`src/rtl/fetch_unit.sv`:
```
// Instruction fetch stage: PC register, IF/ID register, 16-entry 2-bit branch predictor
// and a RUN/HALT state machine that stops fetch after a halt opcode until redirected.
module fetch_unit (
  input  logic        clk,
  input  logic        reset_n,
  input  logic        stall,
  input  logic        flush,
  input  logic [7:0]  redirect_pc,
  input  logic        update,
  input  logic        actual_taken,
  input  logic [7:0]  resolve_pc,
  input  logic [15:0] imem_data,
  output logic [7:0]  imem_addr,
  output logic [15:0] instruction_IF,
  output logic [7:0]  pc_ID,
  output logic        valid_ID,
  output logic        predict_taken,
  output logic        halt
);

  localparam int unsigned PC_W    = 8;
  localparam int unsigned INSTR_W = 16;
  localparam int unsigned IDX_W   = 4;
  localparam int unsigned NUM_CTR = 16;
  localparam int unsigned CTR_W   = 2;

  localparam logic [3:0] OP_BRANCH = 4'hC;
  localparam logic [3:0] OP_JUMP   = 4'hD;
  localparam logic [3:0] OP_HALT   = 4'hF;

  localparam logic [CTR_W-1:0] CTR_INIT = 2'b01;
  localparam logic [CTR_W-1:0] CTR_MAX  = 2'b11;
  localparam logic [CTR_W-1:0] CTR_MIN  = 2'b00;

  localparam logic [0:0] ST_RUN  = 1'b0;
  localparam logic [0:0] ST_HALT = 1'b1;

  logic [0:0]         r_state;
  logic [PC_W-1:0]    r_pc;
  logic [INSTR_W-1:0] r_instr;
  logic [PC_W-1:0]    r_pc_id;
  logic               r_valid;
  logic               r_pred;
  logic [CTR_W-1:0]   r_ctr [NUM_CTR];

  logic [0:0]         w_state_nxt;
  logic [PC_W-1:0]    w_pc_nxt;
  logic               w_load;
  logic               w_pred_nxt;
  logic [3:0]         w_opcode;
  logic [PC_W-1:0]    w_target;
  logic               w_ctr_taken;
  logic [IDX_W-1:0]   w_upd_idx;
  logic [CTR_W-1:0]   w_ctr_cur;
  logic [CTR_W-1:0]   w_ctr_upd;
  logic               w_unused_ok;

  assign w_opcode    = imem_data[15:12];
  assign w_target    = imem_data[11:4];
  assign w_ctr_taken = r_ctr[r_pc[IDX_W-1:0]][CTR_W-1];
  assign w_upd_idx   = resolve_pc[IDX_W-1:0];
  assign w_ctr_cur   = r_ctr[w_upd_idx];
  assign w_unused_ok = ^resolve_pc[PC_W-1:IDX_W];

  // Next-state / next-PC selection; flush beats stall beats HALT
  always_comb begin
    w_state_nxt = r_state;
    w_pc_nxt    = r_pc;
    w_load      = 1'b0;
    w_pred_nxt  = 1'b0;
    if (flush) begin
      w_state_nxt = ST_RUN;
      w_pc_nxt    = redirect_pc;
    end else if (!stall && (r_state == ST_RUN)) begin
      w_load = 1'b1;
      if (w_opcode == OP_JUMP) begin
        w_pc_nxt   = w_target;
        w_pred_nxt = 1'b1;
      end else if ((w_opcode == OP_BRANCH) && w_ctr_taken) begin
        w_pc_nxt   = w_target;
        w_pred_nxt = 1'b1;
      end else begin
        w_pc_nxt = PC_W'(r_pc + PC_W'(1));
      end
      if (w_opcode == OP_HALT) begin
        w_state_nxt = ST_HALT;
      end
    end
  end

  always_ff @(posedge clk or negedge reset_n) begin
    if (!reset_n) begin
      r_state <= ST_RUN;
    end else begin
      r_state <= w_state_nxt;
    end
  end

  // PC and IF/ID register
  always_ff @(posedge clk or negedge reset_n) begin
    if (!reset_n) begin
      r_pc    <= '0;
      r_instr <= '0;
      r_pc_id <= '0;
      r_valid <= 1'b0;
      r_pred  <= 1'b0;
    end else begin
      r_pc <= w_pc_nxt;
      if (flush) begin
        r_instr <= '0;
        r_valid <= 1'b0;
        r_pred  <= 1'b0;
      end else if (w_load) begin
        r_instr <= imem_data;
        r_pc_id <= r_pc;
        r_valid <= 1'b1;
        r_pred  <= w_pred_nxt;
      end
    end
  end

  // Saturating counter update; a same-cycle lookup sees the old value
  always_comb begin
    w_ctr_upd = w_ctr_cur;
    if (actual_taken) begin
      if (w_ctr_cur != CTR_MAX) w_ctr_upd = CTR_W'(w_ctr_cur + CTR_W'(1));
    end else begin
      if (w_ctr_cur != CTR_MIN) w_ctr_upd = CTR_W'(w_ctr_cur - CTR_W'(1));
    end
  end

  always_ff @(posedge clk or negedge reset_n) begin
    if (!reset_n) begin
      for (int unsigned i = 0; i < NUM_CTR; i++) begin
        r_ctr[i] <= CTR_INIT;
      end
    end else if (update) begin
      r_ctr[w_upd_idx] <= w_ctr_upd;
    end
  end

  assign imem_addr      = r_pc;
  assign instruction_IF = r_instr;
  assign pc_ID          = r_pc_id;
  assign valid_ID       = r_valid;
  assign predict_taken  = r_pred;
  assign halt           = (r_state == ST_HALT);

endmodule

```
`config.mk`:
```
export PLATFORM = sky130hd
export DESIGN_NAME = fetch_unit
export DESIGN_NICKNAME = d
export VERILOG_FILES = /design/src/rtl/fetch_unit.sv
export SDC_FILE = /design/constraint.sdc
export NUM_CORES = 1
export LEC_CHECK = 0
export CAP_MARGIN = 25
export CORE_ASPECT_RATIO = 0.7
export CORE_MARGIN = 8
export CORE_UTILIZATION = 47
export DETAILED_ROUTE_END_ITERATION = 10
export MAX_ROUTING_LAYER = met4
export PLACE_DENSITY = 0.84
export SLEW_MARGIN = 15
export SYNTH_ARGS = -nofsm -noshare
export SYNTH_HDL_FRONTEND = slang
export SYNTH_SLANG_ARGS = --single-unit
```
`constraint.sdc`:
```
create_clock -name clk -period 2.1 [get_ports clk]
set_clock_uncertainty 0.15 [all_clocks]
set_input_delay 0.315 -clock clk [delete_from_list [all_inputs] [get_ports clk]]
set_output_delay 0.315 -clock clk [all_outputs]
set_load 0.01 [all_outputs]
```
==> results of run 1 <==
-- power breakdown --
part / switching [W] / internal [W]
logic: 0.000428 / 0.000540
clock network: 0.000485 / 0.000614
registers: 0.000130 / 0.00149
total: 0.00104 / 0.00264
-- path summary, 6_finish.rpt --
| path | slack, ns | endpoint | depth (start not counted) |
|---|---|---|---|
| setup reg to reg | 0.01 | r_ctr[25] | 5 |
| hold reg to reg | 0.32 | r_ctr[22] | 2 |
| min in group asynchronous | 0.36 | pc_ID[5] | 3 |
| setup / recovery | -0.01 | r_ctr[8] | 6 |
| max in group asynchronous | 1.09 | r_ctr[12] | 3 |
| hold / removal | 0.32 | r_ctr[22] | 2 |
-- layout by cell type, fill, tap and decap left out, types with 2 or more instances in the layout --
master / count
clkdlybuf4s50_1: 66
nand2_1: 51
dfrtp_1: 48
buf_4: 44
nor2_1: 26
a21oi_1: 25
mux2_2: 25
dfstp_2: 16
mux2_4: 13
clkbuf_8: 11
mux4_2: 9
nand3_1: 8
o21ai_0: 6
mux2i_1: 6
nand3b_1: 6
nor3_1: 6
and3_1: 6
o31ai_1: 5
a31oi_1: 4
a21oi_2: 3
xnor2_1: 3
o41ai_1: 3
clkbuf_1: 3
dfrtp_2: 3
buf_12: 3
mux2i_2: 2
nor3b_1: 2
mux2_1: 2
nand2b_1: 2
a21o_1: 2
a211oi_2: 2
or3_1: 2
a2111oi_0: 2
-- critical path: stages --
cell and delay [ns]:
clkdlybuf4s50_1 0.50, buf_6 0.14, mux4_2 0.32, mux2_4 0.32, a211oi_4 0.43, mux2_2 0.23
-- synthesized netlist by cell type (all sizes together), types with 5 or more instances --
cell type  number  share of area, %
nand2          52               5.4
dfrtp          51                35
mux2           40                13
a21oi          29               4.3
nor2           28               3.0
clkbuf         17               1.8
dfstp          16                12
mux4           10               6.6
o21ai           9               1.6
mux2i           8               2.2
nand3           8               1.1
and3            6               1.0
nand3b          6               1.3
nor3            6              0.83
buf             5               1.1
o31ai           5               1.0
-- per-stage QoR --
step	setup slack [ns]	hold slack, ns	instance area [um2]	util [%]
2_1_floorplan	-0.00219	-0.131	3610	-
3_3_place_gp	-0.612	0.205	4670	63.6
3_5_place_dp	-0.682	0.213	4670	63.6
4_1_cts	0.00229	0.326	4930	67.1
5_1_grt	-0.0299	0.351	5020	68.2
6_report	-0.0144	0.324	5020	68.2
-- final cells by class --
cell class | instances | area share [%]
multi-input cells | 244 | 37.4
flip-flops and latches | 67 | 33.9
repair buffers | 118 | 22.3
clock buffers | 14 | 3.24
well taps | 98 | 2.44
clock inverters | 2 | 0.698
-- cell families (layout without fill, tap and decap cells) --
| logic type | Yosys count | after routing | share of synthesized area, % |
|---|---|---|---|
| adder cells (fa/ha/maj) | 1 | 1 | 0.348 |
| XOR/XNOR | 4 | 4 | 0.973 |
| multiplexers | 58 | 58 | 22.1 |
| buffers and inverters | 22 | 134 | 2.92 |
| AND/OR/NAND/NOR | 117 | 117 | 14.7 |
| flip-flops | 67 | 67 | 47.1 |
| AO/OA/AOI/OAI | 64 | 64 | 11.7 |
-- metal layers --
layer,part of all wire [%],vias to the layer above,GRT usage (%),wire length (um)
met3,7.0,25,5.11,728
met2,48,135,31.1,4950
met1,43,1504,24.4,4480
li1,-,1431,-,-
met4,1.8,0,8.35,183
met5,0,-,-,0
-- state kept, by name, indices dropped and copies added, names as in the netlist --
signal,count
predict_taken,1
valid_ID,1
r_ctr,32
imem_addr,8
halt,1
pc_ID,8
instruction_IF,16
-- timing repair --
| action | 4_1_cts | 5_1_grt |
|---|---|---|
| gates resized for setup | 5 | 24 |
| pin swaps | 0 | 5 |
| hold endpoints to repair | 51 | 0 |
| buffers inserted | 1 | 3 |
| gates cloned | 1 | 0 |
| hold buffers | 1 | 0 |
| setup endpoints to repair | 37 | 32 |
==> results.py, run 1 <==
metrics = {
    "route": {
        "drc_errors": 0,
        "final_antenna_net_count": 0,
        "wl_per_cell_um": 19.1,
        "drt_iter0_drc": 183,
        "via_count": 3095,
        "routed_via_density": 5.70,
        "wirelength_um": 10300,
        "firstDrtPassIters": 4,
    },
    "run_status": {
        "violations": "negative setup slack",
        "status": "finished with violations",
    },
    "synth": {
        "yosysWarnings": 0,
        "synth_edf_count": 0,
        "syn_avg_cell_area_um2": 10.8,
        "synth_ff_type": "dfrtp_1",
        "synth-seq-area-share_pct": 47.1,
        "postSynthCellCount": 333,
        "synth_nets": 372,
        "ys_ff_latch": 67,
        "syn-cell-area_um2": 3600,
        "ys_types": 47,
        "async_flop_share_pct": 100,
    },
    "die": {
        "io_pins": 73,
        "start_util_pct": 49.0,
        "die-area_um2": 10800,
        "fp.dieH_um": 89.2,
        "core-area_um2": 7350,
        "row_count": 26,
        "die_x_um": 121,
    },
    "global_route": {
        "grt_overflow": 0,
        "grt_util_all_layers_pct": 19.9,
        "grt_max_degree": 68,
        "antenna_found_initial": 0,
        "grt_pass1_vias": 3143,
        "grt_pass1_wl_um": 16200,
    },
    "placed_design": {
        "place.gp.congestion": 0.869,
        "dpl.hpwl_um": 7450,
        "port_buffers": 68,
        "dp.cells": 522,
    },
    "clock_network": {
        "cts_made_buffers": 9,
        "cts_max_level": 3,
        "clkLatencyLatePin_ns": 0.35,
        "clk_pin_slew_ns": 0.07,
        "cts_root_buf": "clkbuf_8",
        "cts_tree": "yes",
        "clock-sinks": 67,
        "clockBufferDepth": 2,
    },
    "worst_setup_path": {
        "crit_required_ns": 2.24,
        "worst_setup_path_start_kind": "primary input",
        "worstSetupPathType": "primary input to register",
        "cp-end-kind": "register",
        "cp.arrival_ns": 2.25,
        "crit_fanout": 8,
        "worstSetupStartpoint": "resolve_pc[3]",
        "r2r-start": "r_ctr[15]",
    },
    "final_layout": {
        "fillCellCount": 522,
        "layout-drive-gt1-share_pct": 33.3,
        "nNetsFinal": 479,
        "syn_to_final_growth_pct": 39.4,
        "post_layout_nonfiller_instances": 543,
        "diodes": 0,
        "multi_input_area_um2": 1880,
        "regArea_um2": 1700,
    },
    "sta": {
        "tightestPinTransition_ns": 0.533,
        "fin_crit_sh_pct": 101,
        "max_slew_margin_pct": 64.4,
        "tns_ns": -0.0536,
        "setup-violations-final": 6,
        "hold_viol_final": 0,
        "max_freq_ghz": 0.473,
        "setup_ws_ns": -0.0144,
        "post-route-min-period_ns": 2.11,
        "slew_violations": 0,
    },
    "pwr": {
        "power.density_nw_per_um2": 734,
        "irDropWorstVdd_v": 0.000383,
        "leakagePower_nw": 2.15,
        "p_total_w": 0.00368,
    },
    "worst_hold_path": {
        "min-delay-start": "r_ctr[22]",
        "hp-class": "register to register",
    },
    "job": {
        "max_cap_viol_count": 0,
    },
}
(Power assumes the default switching activity.)
==> inputs of run 2 (changes only) <==
SETUP_SLACK_MARGIN = 0.05   (was unset)
==> run 2 against run 1 <==
  * The run still ends with negative setup slack left
  * First-iteration DRC count rose by 56%
  * Via count grew 1.7%
  * Flip-flop and latch count did not move
  * Power up 0.76%
  * Final cell count grew 0.37%
  * Register-to-register slack worse by 0.04 ns
  * Sequential power hardly changed
  * Sequential share of layout area down 0.49 points
  * Critical path depth is the same
  * Global-route usage rose by 0.72 points
  * Combinational power is 3.0% higher
  * Critical endpoint is now r_ctr[26]
  * Highest routed layer unchanged
==> results.py, run 2 (synthesized netlist as in run 1, its figures left out) <==
metrics = {
    "run_status": {
        "status": "finished with violations",
        "violations": "negative setup slack",
    },
    "worst_setup_path": {
        "r2r_setup_slack_ns": -0.03,
        "crit_required_ns": 2.23,
        "crit_fanout": 8,
        "worstSetupStartpoint": "r_ctr[25]",
        "r2r-end": "r_ctr[26]",
        "r2r-start": "r_ctr[25]",
        "worst_setup_path_start_kind": "register",
        "cp-end-kind": "register",
        "worstSetupPathType": "register to register",
        "cp.arrival_ns": 2.26,
        "r2r_cells": 6,
        "critical_path.endpoint": "r_ctr[26]",
    },
    "die": {
        "core-area_um2": 7350,
        "io_pins": 73,
        "start_util_pct": 49.0,
        "die-area_um2": 10800,
        "fp.dieH_um": 89.2,
        "die_x_um": 121,
        "row_count": 26,
    },
    "placed_design": {
        "dpl.hpwl_um": 7800,
        "place_ws_ns": -0.655,
        "place.gp.congestion": 0.877,
        "port_buffers": 68,
    },
    "sta": {
        "setup_ws_ns": -0.0284,
        "hold_viol_final": 0,
        "post-route-min-period_ns": 2.13,
        "tightestPinTransition_ns": 0.528,
        "fin_crit_sh_pct": 101,
        "max_freq_ghz": 0.470,
        "setup-violations-final": 8,
        "slew_violations": 0,
        "rsz0062_at_grt": "yes",
        "max_slew_margin_pct": 64.8,
    },
    "clock_network": {
        "cts_tree": "yes",
        "clock-sinks": 67,
        "clockBufferDepth": 2,
        "clk_pin_slew_ns": 0.07,
        "cts_root_buf": "clkbuf_8",
        "cts_max_level": 3,
        "clkLatencyLatePin_ns": 0.35,
        "cts_made_buffers": 9,
    },
    "global_route": {
        "grt_util_all_layers_pct": 20.6,
        "grt_pass1_wl_um": 17000,
        "grt_overflow": 0,
        "antenna_found_initial": 0,
        "grt_max_degree": 44,
        "grt_pass1_vias": 3309,
    },
    "pwr": {
        "leakagePower_nw": 2.15,
        "irDropWorstVdd_v": 0.000359,
        "p_total_w": 0.00371,
        "power.density_nw_per_um2": 729,
    },
    "final_layout": {
        "mostFrequentLayoutCell": "clkdlybuf4s50_1",
        "syn_to_final_growth_pct": 41.4,
        "layout_common_cells": "clkdlybuf4s50_1 (65), nand2_1 (51), dfrtp_1 (48)",
        "diodes": 0,
        "nNetsFinal": 481,
        "layout-drive-gt1-share_pct": 35.6,
        "largest_reg_flops": 32,
        "regMostFlops": "r_ctr",
    },
    "route": {
        "wl_per_cell_um": 19.9,
        "final_antenna_net_count": 0,
        "wirelength_um": 10800,
        "routed_via_density": 5.78,
        "drc_errors": 0,
        "drt_iter0_drc": 285,
        "via_count": 3149,
        "firstDrtPassIters": 5,
    },
    "worst_hold_path": {
        "hp-class": "register to register",
    },
    "job": {
        "max_cap_viol_count": 0,
    },
}
-- run 2: cell types whose count changed in the layout (fill, tap and decap cells not counted), moves of 2 or more --
| cell | change |
|---|---|
| mux2_1 | -2 |
| mux2_4 | +3 |
| buf_12 | -2 |
| clkinvlp_4 | +2 |
| a21oi_4 | +2 |
| buf_6 | +5 |
-- run 2: stage by stage --
| step | cells | cell area [um2] | util, % | hold slack [ns] | setup TNS (ns) |
|---|---|---|---|---|---|
| 6_report | 545 | 5090 | 69.2 | 0.320 | -0.145 |
| 5_1_grt | 545 | 5090 | 69.2 | 0.334 | -0.523 |
| 2_1_floorplan | 333 | 3630 | - | -0.131 | -0.0131 |
| 3_5_place_dp | 527 | 4700 | 64.0 | 0.194 | -19.59 |
| 3_3_place_gp | 527 | 4700 | 64.0 | 0.182 | -17.51 |
| 4_1_cts | 544 | 4980 | 67.8 | 0.324 | 0 |
-- run 2: worst min-delay path by stage --
stage,from,to,cells after the start
finish,r_ctr[22],r_ctr[22],2
global placement,reset_n,pc_ID[7],2
CTS,r_ctr[22],r_ctr[22],2
detailed placement,reset_n,imem_addr[0],2
global route,r_ctr[22],r_ctr[22],2
floorplan,reset_n,halt,0
-- run 2: report_power, final --
part,switching (W),internal (W)
logic,0.000453,0.000545
clock network,0.000508,0.000580
registers,0.000140,0.00149
total,0.00110,0.00261
-- run 2: area by class of cell --
| class | count | area, um2 |
|---|---|---|
| fillers | 522 | 2260 |
| multi-input cells | 244 | 1970 |
| flip-flops and latches | 67 | 1700 |
| repair buffers | 120 | 1100 |
| clock buffers | 12 | 145 |
| well taps | 98 | 123 |
| clock inverters | 4 | 50.0 |
-- run 2: what timing repair did --
| action | in CTS | in global routing |
|---|---|---|
| resized for setup | 28 | 19 |
| endpoints found under the hold margin | 51 | 0 |
| buffers inserted | 0 | 1 |
| endpoints found under the setup margin | 38 | 34 |
| hold buffers | 1 | 0 |
| pin swaps | 5 | 9 |
-- run 2: routing by layer --
layer / vias to the layer above / global-route usage (%) / wire [um] / part of all wire [%]
li1: 1427 / - / - / -
met1: 1559 / 26.5 / 4740 / 44
met2: 143 / 31.6 / 5190 / 48
met3: 20 / 5.36 / 718 / 6.6
met4: 0 / 6.21 / 172 / 1.6
met5: - / - / 0 / 0
-- run 2: critical path: stages, from the launching register on --
cell      delay, ns
dfrtp_1        0.42
mux4_2         0.49
mux2_4         0.31
a21oi_2        0.18
a211oi_2       0.06
buf_4          0.18
mux2_4         0.27
==> inputs of run 3 (changes only) <==
ABC_CLOCK_PERIOD_IN_PS = 2100   (was unset)
HOLD_SLACK_MARGIN = 0.15   (was unset)
==> results of run 3 <==
The final DEF is identical to that of run 2; final timing and power are the same.
